===== config.mk =====
export PLATFORM = sky130hd
export DESIGN_NAME = pc_next_unit
export DESIGN_NICKNAME = d
export VERILOG_FILES = /design/src/rtl/cpu_pkg.sv /design/src/rtl/branch_target_calc.sv /design/src/rtl/pc_next_unit.sv
export SDC_FILE = /design/constraint.sdc
export NUM_CORES = 1
export LEC_CHECK = 0
export CAP_MARGIN = 20
export CORE_ASPECT_RATIO = 0.7
export CORE_MARGIN = 8
export CORE_UTILIZATION = 56
export DETAILED_ROUTE_END_ITERATION = 7
export MAX_ROUTING_LAYER = met4
export PLACE_DENSITY = 0.87
export SETUP_SLACK_MARGIN = 0.3
export SLEW_MARGIN = 0
export SYNTH_ARGS = -nofsm -noshare
export SYNTH_HDL_FRONTEND = slang
export SYNTH_SLANG_ARGS = --single-unit

===== constraint.sdc =====
create_clock -name clk -period 11.1 [get_ports clk]
set_input_delay 1.11 -clock clk [delete_from_list [all_inputs] [get_ports clk]]
set_output_delay 1.11 -clock clk [all_outputs]
set_load 0.05 [all_outputs]

===== src/rtl/cpu_pkg.sv =====
// Shared fetch/decode types: address type, PC step constants and the PC FSM states.
package cpu_pkg;

  typedef logic [31:0] addr_t;

  localparam addr_t PC_STEP          = 32'd4;
  localparam addr_t RESET_PC_DEFAULT = 32'h0000_0000;

  typedef enum logic {
    BOOT = 1'b0,
    RUN  = 1'b1
  } pc_state_t;

endpackage


===== src/rtl/branch_target_calc.sv =====
// Branch target adder: pc+4 plus a sign-extended word offset, modulo 2^32.
module branch_target_calc
  import cpu_pkg::*;
(
  input  addr_t       i_pc_plus4,
  input  logic [15:0] i_imm,
  output addr_t       o_target
);

  addr_t w_offset;

  assign w_offset = {{14{i_imm[15]}}, i_imm, 2'b00};
  assign o_target = i_pc_plus4 + w_offset;

endmodule


===== src/rtl/pc_next_unit.sv =====
// Program counter and next-PC selection for the fetch stage, with a boot delay,
// stall handling and a one-deep buffer for redirects that arrive while stalled.
module pc_next_unit
  import cpu_pkg::*;
#(
  parameter addr_t RESET_PC   = RESET_PC_DEFAULT,
  parameter int    BOOT_DELAY = 2
) (
  input  logic        clk,
  input  logic        rst_n,
  input  logic        jump,
  input  logic [31:0] jump_target,
  input  logic        branch,
  input  logic [15:0] branch_imm,
  input  logic        stall,
  input  logic        fetch_ready,
  output logic [31:0] pc,
  output logic [31:0] pc_plus4,
  output logic        fetch_valid,
  output logic        redirect,
  output logic        pending
);

  pc_state_t  r_state, w_state_nxt;
  logic [3:0] r_boot_cnt, w_boot_cnt_nxt;
  addr_t      r_pc, r_pend_target;
  addr_t      w_br_target, w_jump_target, w_target;
  logic       r_pending, r_redirect;
  logic       w_adv, w_req;

  assign pc_plus4 = r_pc + PC_STEP;

  branch_target_calc u_btc (
    .i_pc_plus4 (pc_plus4),
    .i_imm      (branch_imm),
    .o_target   (w_br_target)
  );

  assign w_jump_target = jump_target & ~32'h0000_0003;
  assign w_target      = jump ? w_jump_target : w_br_target;

  assign fetch_valid = (r_state == RUN);
  // Requests only exist in RUN; during boot they are dropped on the floor.
  assign w_req       = fetch_valid & (jump | branch);
  assign w_adv       = fetch_valid & fetch_ready & ~stall;

  always_comb begin
    w_state_nxt    = r_state;
    w_boot_cnt_nxt = r_boot_cnt;
    if (r_state == BOOT) begin
      if (r_boot_cnt == 4'(BOOT_DELAY)) w_state_nxt = RUN;
      else                              w_boot_cnt_nxt = r_boot_cnt + 4'd1;
    end
  end

  always_ff @(posedge clk) begin
    if (!rst_n) begin
      r_state    <= BOOT;
      r_boot_cnt <= 4'd0;
    end else begin
      r_state    <= w_state_nxt;
      r_boot_cnt <= w_boot_cnt_nxt;
    end
  end

  // A buffered redirect is older than anything on the inputs, so it wins on advance.
  always_ff @(posedge clk) begin
    if (!rst_n) begin
      r_pc       <= RESET_PC;
      r_pending  <= 1'b0;
      r_redirect <= 1'b0;
    end else begin
      r_redirect <= 1'b0;
      if (w_adv) begin
        if (r_pending) begin
          r_pc       <= r_pend_target;
          r_pending  <= 1'b0;
          r_redirect <= 1'b1;
        end else if (w_req) begin
          r_pc       <= w_target;
          r_redirect <= 1'b1;
        end else begin
          r_pc <= pc_plus4;
        end
      end else if (w_req) begin
        r_pending <= 1'b1;
      end
    end
  end

  always_ff @(posedge clk) begin
    if (!w_adv && w_req) r_pend_target <= w_target;
  end

  assign pc       = r_pc;
  assign redirect = r_redirect;
  assign pending  = r_pending;

endmodule


==> results.txt <==
In this run the power spent charging and discharging nets is 0.356 mW. The number of antenna-violating nets in the routed design came out at 0. The largest stage delay on the critical path came out at 0.68 ns. The number of nets in the synthesized netlist is 761. The mean routed wirelength per cell came out at 20.5 µm. Of the total synthesized cell area, the portion taken by full adders, half adders and majority gates is 9.12%. The clock net sink count came out at 71. The pin count of the biggest net entering global routing is 53. In the synthesized netlist the async set-or-reset flop fraction comes to 0%. The initial utilization of the core area, before any placement, comes to 56.8%. Cells with a size suffix above 1 make up 5.68% of the layout. The data required time of the critical path is 11.16 ns. The main combinational cell family by area after synthesis is compound AO/OA/AOI/OAI gates.

The cell taking the most area after synthesis is sky130_fd_sc_hd__edfxtp_1. In this run the critical register-to-register path is captured at r_pend_target[31]. The top metal layer carrying routed signals is met4. The yosys synthesis warning count came out at 0.

In the routed design, unresolved DRC markers number 0. Setup repair after global routing left no endpoint under its margin. The count of flip-flops with a built-in enable after synthesis is 32. The peak fanout along the critical path came out at 8. TritonCTS built the clock tree.

STA classifies the critical path startpoint as a register. The number of placement rows is 30. The weighted congestion at the end of routability-driven global placement came out at 0.998. The number of global-route vias before repair is 5552.

The detailed-routing wirelength on met1 is 7930 µm. In the synthesized netlist the dominant register cell turns out to be sky130_fd_sc_hd__dfxtp_1. The multiplexer area fraction after synthesis came out at 2.35%.

Clock tree synthesis selected as its root buffer the cell sky130_fd_sc_hd__clkbuf_16. The first global-routing pass estimated 29200 µm of wire. The max-cap violation count is 0. In this run the count of I/O pins placed on the die edge is 121. The routed wire length on met3 is 2380 µm. The share of the synthesized area in compound gates (AO/OA/AOI/OAI) is 23.7%. In this run the worst setup path terminates at r_pend_target[31]. Detailed placement finished with a half-perimeter wire length of 13000 µm.

The unique cell type count in the Yosys netlist came out at 58. The synthesized cell area is 5430 µm². The number of antenna diodes is 0. The worst register-to-register path begins at pc[2]. In this run, post-CTS repair resized a total of 0 instances. On the critical path the largest part of the delay comes from compound AO/OA/AOI/OAI gates. Post-CTS timing repair inserted 0 buffers for setup.

The setup check on the worst reg-to-reg path leaves a slack of 6.20 ns. The highest attainable clock frequency is 0.204 GHz. The final-report setup violation count is 0. From left edge to right edge, the die measures 134 µm. The simple-gate portion of the synthesized area came out at 20.4%.

Compared with the post-synthesis result, the final layout area differs by 29.3%. The residual overflow from global routing is 0. Combinational cells account for 33.8% of the total power. The worst path uses 44.1% of the clock period. Counting the buffers created by CTS gives 9. The wire length on met2 came out at 7860 µm. The internal portion of the total power is 0.627 mW.

The worst-case headroom to the max-slew limit is 36.5%. The number of logic stages on the critical path including buffering is 14. Ranked by total cell area, the synthesized netlist is headed by sky130_fd_sc_hd__edfxtp_1 18%, sky130_fd_sc_hd__dfxtp_1 14%, sky130_fd_sc_hd__ha_1 8.7%. The total global routing track utilization is 27.9%. The number of design-rule violations left by the first detailed-router iteration is 897. The accumulated negative setup slack is 0 ns. The initial antenna violation count came out at 0.

The chip height came out at 98.4 µm. The highest ir drop seen on vdd came out at 86.3 µV. The count of final max-slew check failures came to 0. Registers are responsible for 33.5% of the overall power. The area of the placeable core is 9570 µm².

For this design, the CTS-stage hold fixing added 0 buffers. The number of endpoints with negative hold slack in the final report is 0. The clock network accounts for 32.7% of the total power. On the final layout, the worst clock skew is 0.0102 ns. The detailed-router iteration count before antenna repair came out at 6. The actual slew at the worst max-slew pin is 0.952 ns. The synthesized netlist devotes 9.35% of its cell area to XOR and XNOR gates. The worst endpoint data arrival time is 4.96 ns. For this run, the post-layout net count is 863. The total of buffers placed on input and output ports came out at 118.

The critical path goes through ha_1, nand4_1, nor3_1, nand3_1, xnor2_1, ha_1, a21o_1, a21o_1, a21oi_1, o21ai_0, o21bai_1, a311o_1, xor2_1, o21ai_1. The critical path class is reg2reg. In this run the number of H-tree levels came out at 3. The switching share of power came out at 36.3%. The tightest min-delay check is of the reg2reg type. The tightest hold margin came out at 0.525 ns.

A synthesized cell averages 8.13 µm². Sequential cells were found to cover 32.1% of the synthesized design area. The flop and latch count out of synthesis came out at 71.

The detailed-route via count came out at 5796. The total power per unit cell area is 140 nW/µm². The run finished with clean final reports. The critical path starts at pc[2].

The routed design has 18500 µm of wire. The clock transition time at the flip-flop clock pins of the worst setup and hold paths came out at 0.07 ns. The leakage power is 2.74 nW. The top cell type's share of synthesized area is 17.7%.

After technology mapping, the gate count stands at 668. The die area is 13200 µm². The cell with the biggest individual delay on the critical path is sky130_fd_sc_hd__nor3_1. The number of cells on the worst reg-to-reg path is 14. STA classifies the critical path endpoint as a register.

The clock passes through at most 2 buffers. The clock latency on the worst-skew pair is 0.34 ns. The detail-routed via count per cell came out at 6.42.

The count of buffering cells on the critical path with inverters included came out at 0. The shortest clock period the worst path allows after layout came out at 4.90 ns.
## area by class of cell
type | instances | area [µm²]
clock buffer | 11 | 275
clock inverter | 5 | 60.1
fill | 710 | 2550
inverter | 9 | 33.8
multi-input combinational | 555 | 3530
sequential | 71 | 1740
tap | 128 | 160
timing repair buffer | 124 | 1220
## sequential cells by signal, summed over array words and instances, names as in the netlist
name / cells
pending: 1
r_pend_target: 32
r_boot_cnt: 4
redirect: 1
pc: 32
fetch_valid: 1
## cells by family (layout without fill, tap and decap cells)
family                     count (synthesis)  after routing
muxes                                     12             12
AOI/OAI and AO/OA                        207            207
and+or+nand+nor                          239            239
xor gates and xnor gates                  58             58
buffers and inverters                     42            149
adders and majority gates                 39             39
DFF                                       71             71
## worst min-delay path by stage
stage                     depth (start not counted)  slack (ns)      to              start
after floorplan                                   2        0.51  pc[25]  r_pend_target[25]
after global placement                            2        0.50   pc[3]              pc[3]
after detailed placement                          2        0.52   pc[3]              pc[3]
after CTS                                         2        0.53   pc[3]              pc[3]
after global routing                              2        0.56   pc[3]              pc[3]
final                                             2        0.52   pc[3]              pc[3]
## worst register-to-register path, cell delays in order (launching register included)
cell,delay (ns)
sky130_fd_sc_hd__dfxtp_1,0.46
sky130_fd_sc_hd__ha_1,0.27
sky130_fd_sc_hd__nand4_1,0.24
sky130_fd_sc_hd__nor3_1,0.68
sky130_fd_sc_hd__nand3_1,0.18
sky130_fd_sc_hd__xnor2_1,0.62
sky130_fd_sc_hd__ha_1,0.43
sky130_fd_sc_hd__a21o_1,0.20
sky130_fd_sc_hd__a21o_1,0.17
sky130_fd_sc_hd__a21oi_1,0.20
sky130_fd_sc_hd__o21ai_0,0.21
sky130_fd_sc_hd__o21bai_1,0.25
sky130_fd_sc_hd__a311o_1,0.46
sky130_fd_sc_hd__xor2_1,0.19
sky130_fd_sc_hd__o21ai_1,0.07
## layout by cell type (no fill, tap or decap), drive strengths merged, types with 5 or more instances in the layout
master / instances
clkdlybuf4s50: 117
nand2: 93
o21ai: 72
nor2: 56
a21oi: 54
dfxtp: 39
ha: 38
xnor2: 33
edfxtp: 32
xor2: 25
nand3: 20
nand4: 15
a21o: 15
nor2b: 12
nor3: 11
clkbuf: 11
inv: 10
and2: 9
o211ai: 8
and3: 7
buf: 7
o22ai: 6
mux2i: 6
mux2: 6
a211oi: 6
o21a: 5
a31oi: 5
## metal layers
| layer | vias to the layer above | track usage [%] |
|---|---|---|
| met3 | 41 | 6.25 |
| met5 | - | - |
| met1 | 2707 | 38.0 |
| met2 | 417 | 40.9 |
| li1 | 2631 | - |
| met4 | 0 | 7.57 |
## stage by stage
step	util, %	instances	area (µm²)	power [mW]	setup WS, ns
after detailed placement	69.9	887	6690	0.651	6.34
after floorplan	-	668	5430	0.546	6.15
after global placement	69.9	887	6690	0.639	6.41
after CTS	73.4	903	7030	0.970	6.27
after global routing	73.4	903	7030	1.02	5.82
final	73.4	903	7030	0.983	6.20
## Yosys cell counts (2+ instances only)
library cell and count:
sky130_fd_sc_hd__o21bai_1 2, sky130_fd_sc_hd__nand3_1 20, sky130_fd_sc_hd__a211oi_1 5, sky130_fd_sc_hd__a21oi_1 54, sky130_fd_sc_hd__a31o_2 4, sky130_fd_sc_hd__nor2_1 56
sky130_fd_sc_hd__and3_1 7, sky130_fd_sc_hd__nor2b_1 12, sky130_fd_sc_hd__xnor2_1 33, sky130_fd_sc_hd__o21ai_1 3, sky130_fd_sc_hd__o211a_1 4, sky130_fd_sc_hd__a31oi_1 5
sky130_fd_sc_hd__clkbuf_1 29, sky130_fd_sc_hd__nand4_1 15, sky130_fd_sc_hd__ha_1 38, sky130_fd_sc_hd__nor3_1 11, sky130_fd_sc_hd__o21a_1 5, sky130_fd_sc_hd__o211ai_1 8
sky130_fd_sc_hd__o22ai_1 6, sky130_fd_sc_hd__a32o_1 4, sky130_fd_sc_hd__and2_1 8, sky130_fd_sc_hd__edfxtp_1 32, sky130_fd_sc_hd__o221ai_1 3, sky130_fd_sc_hd__a21o_1 14
sky130_fd_sc_hd__or3_1 3, sky130_fd_sc_hd__nand2b_1 4, sky130_fd_sc_hd__buf_4 2, sky130_fd_sc_hd__nor3b_1 2, sky130_fd_sc_hd__dfxtp_1 39, sky130_fd_sc_hd__or2_2 3
sky130_fd_sc_hd__a311o_1 2, sky130_fd_sc_hd__a21boi_0 3, sky130_fd_sc_hd__a32oi_1 4, sky130_fd_sc_hd__xor2_1 25, sky130_fd_sc_hd__inv_1 9, sky130_fd_sc_hd__mux2i_1 6
sky130_fd_sc_hd__o2111ai_1 2, sky130_fd_sc_hd__mux2_2 6, sky130_fd_sc_hd__o21ai_0 68, sky130_fd_sc_hd__nand2_1 93, sky130_fd_sc_hd__a311oi_1 2
## power groups by stage
| stage | Combinational (mW) | Clock (mW) | Sequential (mW) |
|---|---|---|---|
| after global placement | 0.308 | 0 | 0.331 |
| after floorplan | 0.192 | 0 | 0.354 |
| final | 0.332 | 0.321 | 0.329 |
| after detailed placement | 0.318 | 0 | 0.333 |
| after global routing | 0.352 | 0.333 | 0.332 |
| after CTS | 0.323 | 0.318 | 0.329 |
Note: power is estimated with default switching activity, not from simulation.
